**src/rtl/wb_frame_receiver_pkg.sv**
```systemverilog
// WBFrameReceiver: shared constants, register map and FSM states for the frame receiver
package WBFrameReceiver;
  localparam logic [1:0] ADR_DATA   = 2'd0;
  localparam logic [1:0] ADR_STATUS = 2'd1;
  localparam logic [1:0] ADR_CTRL   = 2'd2;
  localparam int FRAME_BITS = 27;
  localparam int ST_EMPTY   = 0;
  localparam int ST_FULL    = 1;
  localparam int ST_OVERRUN = 2;
  localparam int ST_FERR    = 3;
  localparam int ST_LEVEL   = 4;
  localparam int ST_ERRCNT  = 8;
  localparam int CTRL_CLR_OVR = 0;
  localparam int CTRL_CLR_ERR = 1;
  localparam int CTRL_FLUSH   = 2;
  typedef enum logic [1:0] {IDLE, START, DATA, STOP} rx_state_t;
endpackage

```
**src/rtl/wb_frame_receiver_fifo.sv**
```systemverilog
// wb_rx_fifo: synchronous frame FIFO with flush; a pop while full lets a simultaneous push in
module wb_rx_fifo #(
  parameter int WIDTH = 27,
  parameter int DEPTH = 4
) (
  input  logic             CLK_I,
  input  logic             RST_I,
  input  logic             push,
  input  logic             pop,
  input  logic             flush,
  input  logic [WIDTH-1:0] din,
  output logic [WIDTH-1:0] dout,
  output logic             empty,
  output logic             full,
  output logic [$clog2(DEPTH):0] level
);
  localparam int AW = $clog2(DEPTH);
  localparam int LW = AW + 1;
  logic [WIDTH-1:0] mem [DEPTH];
  logic [AW-1:0] wp, rp;
  logic do_push, do_pop;
  // occupancy flags and accepted-operation qualifiers
  always_comb begin
    empty = level == '0;
    full = level == LW'(DEPTH);
    do_pop = pop & ~empty;
    do_push = push & (~full | do_pop);
    dout = mem[rp];
  end
  // storage array, written only by accepted pushes
  always_ff @(posedge CLK_I) begin
    if (do_push & ~flush) mem[wp] <= din;
  end
  // pointers and level; flush behaves like reset
  always_ff @(posedge CLK_I) begin
    if (RST_I | flush) begin
      wp <= '0;
      rp <= '0;
      level <= '0;
    end else begin
      if (do_push) wp <= wp + AW'(1);
      if (do_pop) rp <= rp + AW'(1);
      level <= (do_push & ~do_pop) ? level + LW'(1) : (do_pop & ~do_push) ? level - LW'(1) : level;
    end
  end
endmodule

```
**src/rtl/wb_frame_receiver.sv**
```systemverilog
// wb_frame_receiver: oversampling serial frame receiver with a Wishbone register interface
module wb_frame_receiver
  import WBFrameReceiver::*;
#(
  parameter int BIT_DIV    = 16,
  parameter int FIFO_DEPTH = 4
) (
  input  logic        CLK_I,
  input  logic        RST_I,
  input  logic        SERIAL_I,
  input  logic        CYC_I,
  input  logic        STB_I,
  input  logic        WE_I,
  input  logic [31:0] ADR_I,
  input  logic [31:0] DAT_I,
  output logic [31:0] DAT_O,
  output logic        ACK_O,
  output logic        ERR_O
);
  localparam int CW = $clog2(BIT_DIV);
  localparam int LW = $clog2(FIFO_DEPTH) + 1;
  logic s1, rx;
  rx_state_t state, nxt;
  logic [CW-1:0] cnt;
  logic [4:0] idx;
  logic [FRAME_BITS-1:0] sh, dout;
  logic tick, push_frame, bad_stop;
  logic req, rd, valid, pop, ctrl_wr, flush, clr_ovr, clr_err, fifo_push, set_ovr;
  logic overrun, frame_err, empty, full;
  logic [7:0] err_cnt;
  logic [LW-1:0] level;
  logic [31:0] status;
  logic [1:0] a;
  logic unused;
  assign unused = ^{ADR_I[31:2], DAT_I[31:3]};
  // two-flop synchronizer, idle-high after reset
  always_ff @(posedge CLK_I) begin
    if (RST_I) {s1, rx} <= 2'b11;
    else {s1, rx} <= {SERIAL_I, s1};
  end
  // FSM state register
  always_ff @(posedge CLK_I) begin
    if (RST_I) state <= IDLE;
    else state <= nxt;
  end
  // FSM next-state logic
  always_comb begin
    nxt = state;
    case (state)
      IDLE:  nxt = rx ? IDLE : START;
      START: nxt = tick ? (rx ? IDLE : DATA) : START;
      DATA:  nxt = (tick && idx == 5'd0) ? STOP : DATA;
      STOP:  nxt = tick ? IDLE : STOP;
      default: nxt = IDLE;
    endcase
  end
  // FSM outputs: sample strobe and stop-bit verdict
  always_comb begin
    tick = cnt == '0;
    push_frame = state == STOP && tick && rx;
    bad_stop = state == STOP && tick && !rx;
  end
  // bit timer, bit index and payload shift register
  always_ff @(posedge CLK_I) begin
    if (RST_I) begin
      cnt <= '0;
      idx <= '0;
      sh <= '0;
    end else begin
      cnt <= (state == IDLE) ? CW'(BIT_DIV / 2 - 1) : tick ? CW'(BIT_DIV - 1) : cnt - CW'(1);
      if (state == START && tick) idx <= 5'(FRAME_BITS - 1);
      else if (state == DATA && tick) idx <= idx - 5'd1;
      if (state == DATA && tick) sh <= {sh[FRAME_BITS-2:0], rx};
    end
  end
  // Wishbone decode and read mux
  always_comb begin
    a = ADR_I[1:0];
    req = CYC_I & STB_I;
    rd = ~WE_I;
    valid = (a == ADR_DATA && rd && !empty) || (a == ADR_STATUS && rd) || a == ADR_CTRL;
    ACK_O = req & valid;
    ERR_O = req & ~valid;
    pop = req && rd && a == ADR_DATA && !empty;
    ctrl_wr = req && WE_I && a == ADR_CTRL;
    flush = ctrl_wr & DAT_I[CTRL_FLUSH];
    clr_ovr = ctrl_wr & DAT_I[CTRL_CLR_OVR];
    clr_err = ctrl_wr & DAT_I[CTRL_CLR_ERR];
    fifo_push = push_frame & ~flush;
    set_ovr = push_frame & full & ~pop & ~flush;
    status = {16'd0, err_cnt, 4'(level), frame_err, overrun, full, empty};
    DAT_O = !(ACK_O && rd) ? 32'd0 : a == ADR_DATA ? 32'(dout) : a == ADR_STATUS ? status : 32'd0;
  end
  // sticky error bits and saturating error counter; set beats clear
  always_ff @(posedge CLK_I) begin
    if (RST_I) begin
      overrun <= 1'b0;
      frame_err <= 1'b0;
      err_cnt <= 8'd0;
    end else begin
      overrun <= set_ovr ? 1'b1 : clr_ovr ? 1'b0 : overrun;
      frame_err <= bad_stop ? 1'b1 : clr_err ? 1'b0 : frame_err;
      err_cnt <= clr_err ? 8'd0 : (bad_stop && err_cnt != 8'hFF) ? err_cnt + 8'd1 : err_cnt;
    end
  end
  wb_rx_fifo #(.WIDTH(FRAME_BITS), .DEPTH(FIFO_DEPTH)) u_fifo (
    .CLK_I(CLK_I),
    .RST_I(RST_I),
    .push(fifo_push),
    .pop(pop),
    .flush(flush),
    .din(sh),
    .dout(dout),
    .empty(empty),
    .full(full),
    .level(level)
  );
endmodule

```
**config.mk**
```make
export PLATFORM = sky130hd
export DESIGN_NAME = wb_frame_receiver
export DESIGN_NICKNAME = d
export VERILOG_FILES = /design/src/rtl/wb_frame_receiver_pkg.sv /design/src/rtl/wb_frame_receiver_fifo.sv /design/src/rtl/wb_frame_receiver.sv
export SDC_FILE = /design/constraint.sdc
export NUM_CORES = 1
export LEC_CHECK = 0
export BUFFER_PORTS_ARGS = -buffer_cell sky130_fd_sc_hd__buf_4
export CORE_MARGIN = 5
export CORE_UTILIZATION = 50
export CTS_CLUSTER_DIAMETER = 60
export DETAILED_ROUTE_END_ITERATION = 8
export GPL_ROUTABILITY_DRIVEN = 0
export PLACE_DENSITY = 0.71
export SYNTH_ARGS = -nofsm -noshare
export SYNTH_HDL_FRONTEND = slang
export SYNTH_HIERARCHICAL = 1
export SYNTH_SLANG_ARGS = --single-unit
export TNS_END_PERCENT = 30
```
**constraint.sdc**
```tcl
create_clock -name CLK_I -period 6.5 [get_ports CLK_I]
set_clock_uncertainty 0.2 [all_clocks]
set_input_delay 1.3 -clock CLK_I [delete_from_list [all_inputs] [get_ports CLK_I]]
set_output_delay 1.3 -clock CLK_I [all_outputs]
set_load 0.005 [all_outputs]
```
==> results.md <==
- Clock transition at path regs: 0.06 ns
- Setup crit start kind: input pin
- Synth Register Bits: 167
- Sequential-to-total area share from yosys stat: 64.53%
- CP Max Fanout: 18
- Crit path DAT: 2.83 ns
- DRT antenna net count: 0
- DR vias/cell: 5.555
- IO Pins: 104
- Die Wd: 127.1 um
- Hold Path Class: flip-flop to flip-flop
- Port-buffer cells: 39
- Starting DRC count in detailed routing: 258
- Tmin final: 4.328 ns
- Quantity of gates resized following cts: 0
- FP Rows: 42
- Post-synth EDFFs: 108
- Antenna cells: 0
- Hold Startpoint: s1
- MaxCap Viol Count: 0
- Storage cell area: 4425 sq um
- Initial core utilization: 51.37%
- Worst relative slew slack: 27.74%
- Most frequent cells in the layout: edfxtp_1 (108), nand2_1 (60), dfxtp_1 (58)
- Remaining DRCs: 0
- Reg2reg start: cnt[0]
- Sink Count: 167
- Layout cells sized above 1: 20.76%
- Worst Tran Pin Value: 1.084 ns
- Status: completed
- Design Power: 2.149 mW
- Worst skew pair latency: 0.42 ns
- Fin nets: 620
- Die Y: 127.1 um
- Worst hold slack: 0.2091 ns
- RSZ-0062 raised after global routing: no
- Placeable Area: 13350 sq um
- Syn Std Cell Area: 6857 sq um
- Cts hold-fix bufs: 0
- FF-to-FF End: u_fifo/level[2]
- Lkg Pwr: 2.690 nW
- Num CTS Buffers: 17
- WS Path Type: input pin to output port
- R2R cell count: 13
- CTS tree: built
- Period utilisation layout: 66.59%
- Max rail drop VDD: 0.2313 mV
- Hold path depth: 1
- Routed WL: 13110 um
- Slew Limit Fails: 0
- Cell variety after synth: 51
- Initial antenna violation count: 0
- GR Util All Layers: 17.27%
- CP Capture Type: output port
- DP Wirelength: 8030 um
- Syn Inst Count: 504
- First-pass GRT wire length: 21490 um
- Multi-input gate area: 2232 sq um
- Fin. Hold Viols: 0
- Gr ovfl total: 0
- Pwr Density: 273.8 nW/um^2
- Drt pass-1 iters: 5
- Post-synth top flop: edfxtp_1
- Die area: 16160 sq um
- Highest Clock Rate: 0.2310 GHz
- Hold EP: rx
- Warnings from Yosys: 6
- Final instance area: 7849 sq um
- Synth async-reset ratio: 0%
- Drt wl/cell: 17.95 um
- Most common cell after layout, fill and taps aside: edfxtp_1
- Final Util: 58.80%
- Number of fill cells in the layout: 1074
- Synth-to-Final Area Change: 14.47%
- Worst endpoint required time: 5.00 ns
- Postcts setup bufs: 0
- Final setup vio count: 0
- Root buffer selected by CTS: clkbuf_16
- Placed Area: 7264 sq um
- TNS Setup: 0 ns
- Vias in the first global route: 4163
- Avg Inst Size Synth: 13.60 sq um
- R2r setup slk: 3.02 ns
- Pin count of the biggest net entering global routing: 41
- Via Count: 4055
- H-tree lvl count: 4
- Clock buffer depth: 2
==> synth_stat cells (2+ instances only) <==
master | count | share of area, %
edfxtp_1 | 108 | 47
nand2_1 | 60 | 3.3
dfxtp_1 | 59 | 17
a21oi_1 | 43 | 3.1
nor2_1 | 32 | 1.8
mux4_2 | 27 | 8.9
mux2i_1 | 17 | 2.5
and2_1 | 13 | 1.2
inv_1 | 13 | 0.71
clkbuf_1 | 11 | 0.60
o21ai_0 | 11 | 0.80
nand3_1 | 9 | 0.66
buf_4 | 8 | 0.88
ha_1 | 8 | 1.5
xor2_1 | 8 | 1.0
buf_2 | 7 | 0.51
nor3b_1 | 7 | 0.77
nor3_1 | 5 | 0.36
o31ai_1 | 5 | 0.55
or2_2 | 5 | 0.46
or3_1 | 5 | 0.46
buf_6 | 4 | 0.66
nor2b_1 | 3 | 0.27
or4_1 | 3 | 0.33
a31oi_1 | 2 | 0.18
and3_1 | 2 | 0.18
nand2_2 | 2 | 0.18
nand4_1 | 2 | 0.18
o311ai_0 | 2 | 0.26
o41ai_1 | 2 | 0.26
==> metrics by stage <==
step	std cells	worst slack, ns
global placement	698	2.235
floorplan	508	1.297
CTS	730	2.172
finish	730	2.172
global route	730	2.080
detailed placement	698	2.175
==> layout make-up <==
| type | count | area share [%] |
|---|---|---|
| inverter | 13 | 0.6217 |
| timing repair buffer | 45 | 4.304 |
| clock inverter | 10 | 1.658 |
| sequential | 167 | 56.38 |
| clock buffer | 22 | 5.787 |
| multi-input combinational | 297 | 28.44 |
| tap | 176 | 2.806 |
==> worst max-delay path by stage <==
stage / slack (ns) / to / start
after detailed placement: 2.17 / DAT_O[8] / ADR_I[0]
final: 2.17 / DAT_O[8] / ADR_I[0]
after global routing: 2.08 / DAT_O[8] / ADR_I[0]
after CTS: 2.17 / DAT_O[8] / ADR_I[0]
after floorplan: 1.30 / u_fifo/mem[0][0] / ADR_I[0]
after global placement: 2.24 / DAT_O[0] / ADR_I[0]
==> where the power goes <==
| part | switching [mW] | total [mW] | leakage (nW) | internal, mW |
|---|---|---|---|---|
| logic | 0.0218 | 0.0361 | 0.926 | 0.0143 |
| registers | 0.00270 | 1.12 | 1.48 | 1.12 |
| clock network | 0.381 | 0.991 | 0.287 | 0.611 |
| total | 0.405 | 2.15 | 2.69 | 1.74 |
==> metal layers <==
layer	share of wire (%)	track usage (%)	up-vias
li1	-	-	1925
met4	1.3	5.426	0
met2	51	29.08	89
met3	4.6	4.549	11
met1	43	22.00	2030
met5	0	0	-
==> worst max-delay path, cell delays in order <==
cell     delay [ns]
buf_4          0.28
nor2b_1        0.11
or4_1          0.77
nor2_1         0.23
buf_4          0.13
==> flip-flops by register name, summed over array words and instances, names as in the netlist, named ones only <==
name / flops
s1: 1
u_fifo/level: 3
u_fifo/rp: 2
u_fifo/mem: 108
rx: 1
state: 2
overrun: 1
sh: 27
err_cnt: 8
idx: 5
cnt: 4
u_fifo/wp: 2
frame_err: 1
==> kinds of logic (layout without fill, tap and decap cells) <==
kind of cell	count (synthesis)	in the layout	synth area share, %
compound gates	74	74	6.515
mux	44	44	11.35
fa+ha+maj	9	9	1.752
flops	167	167	64.53
other cells	1	5	0.05469
xor+xnor	9	9	1.150
simple gates	156	156	11.22
buf+inv	44	90	3.431
Power figures use the tool's default switching activity.
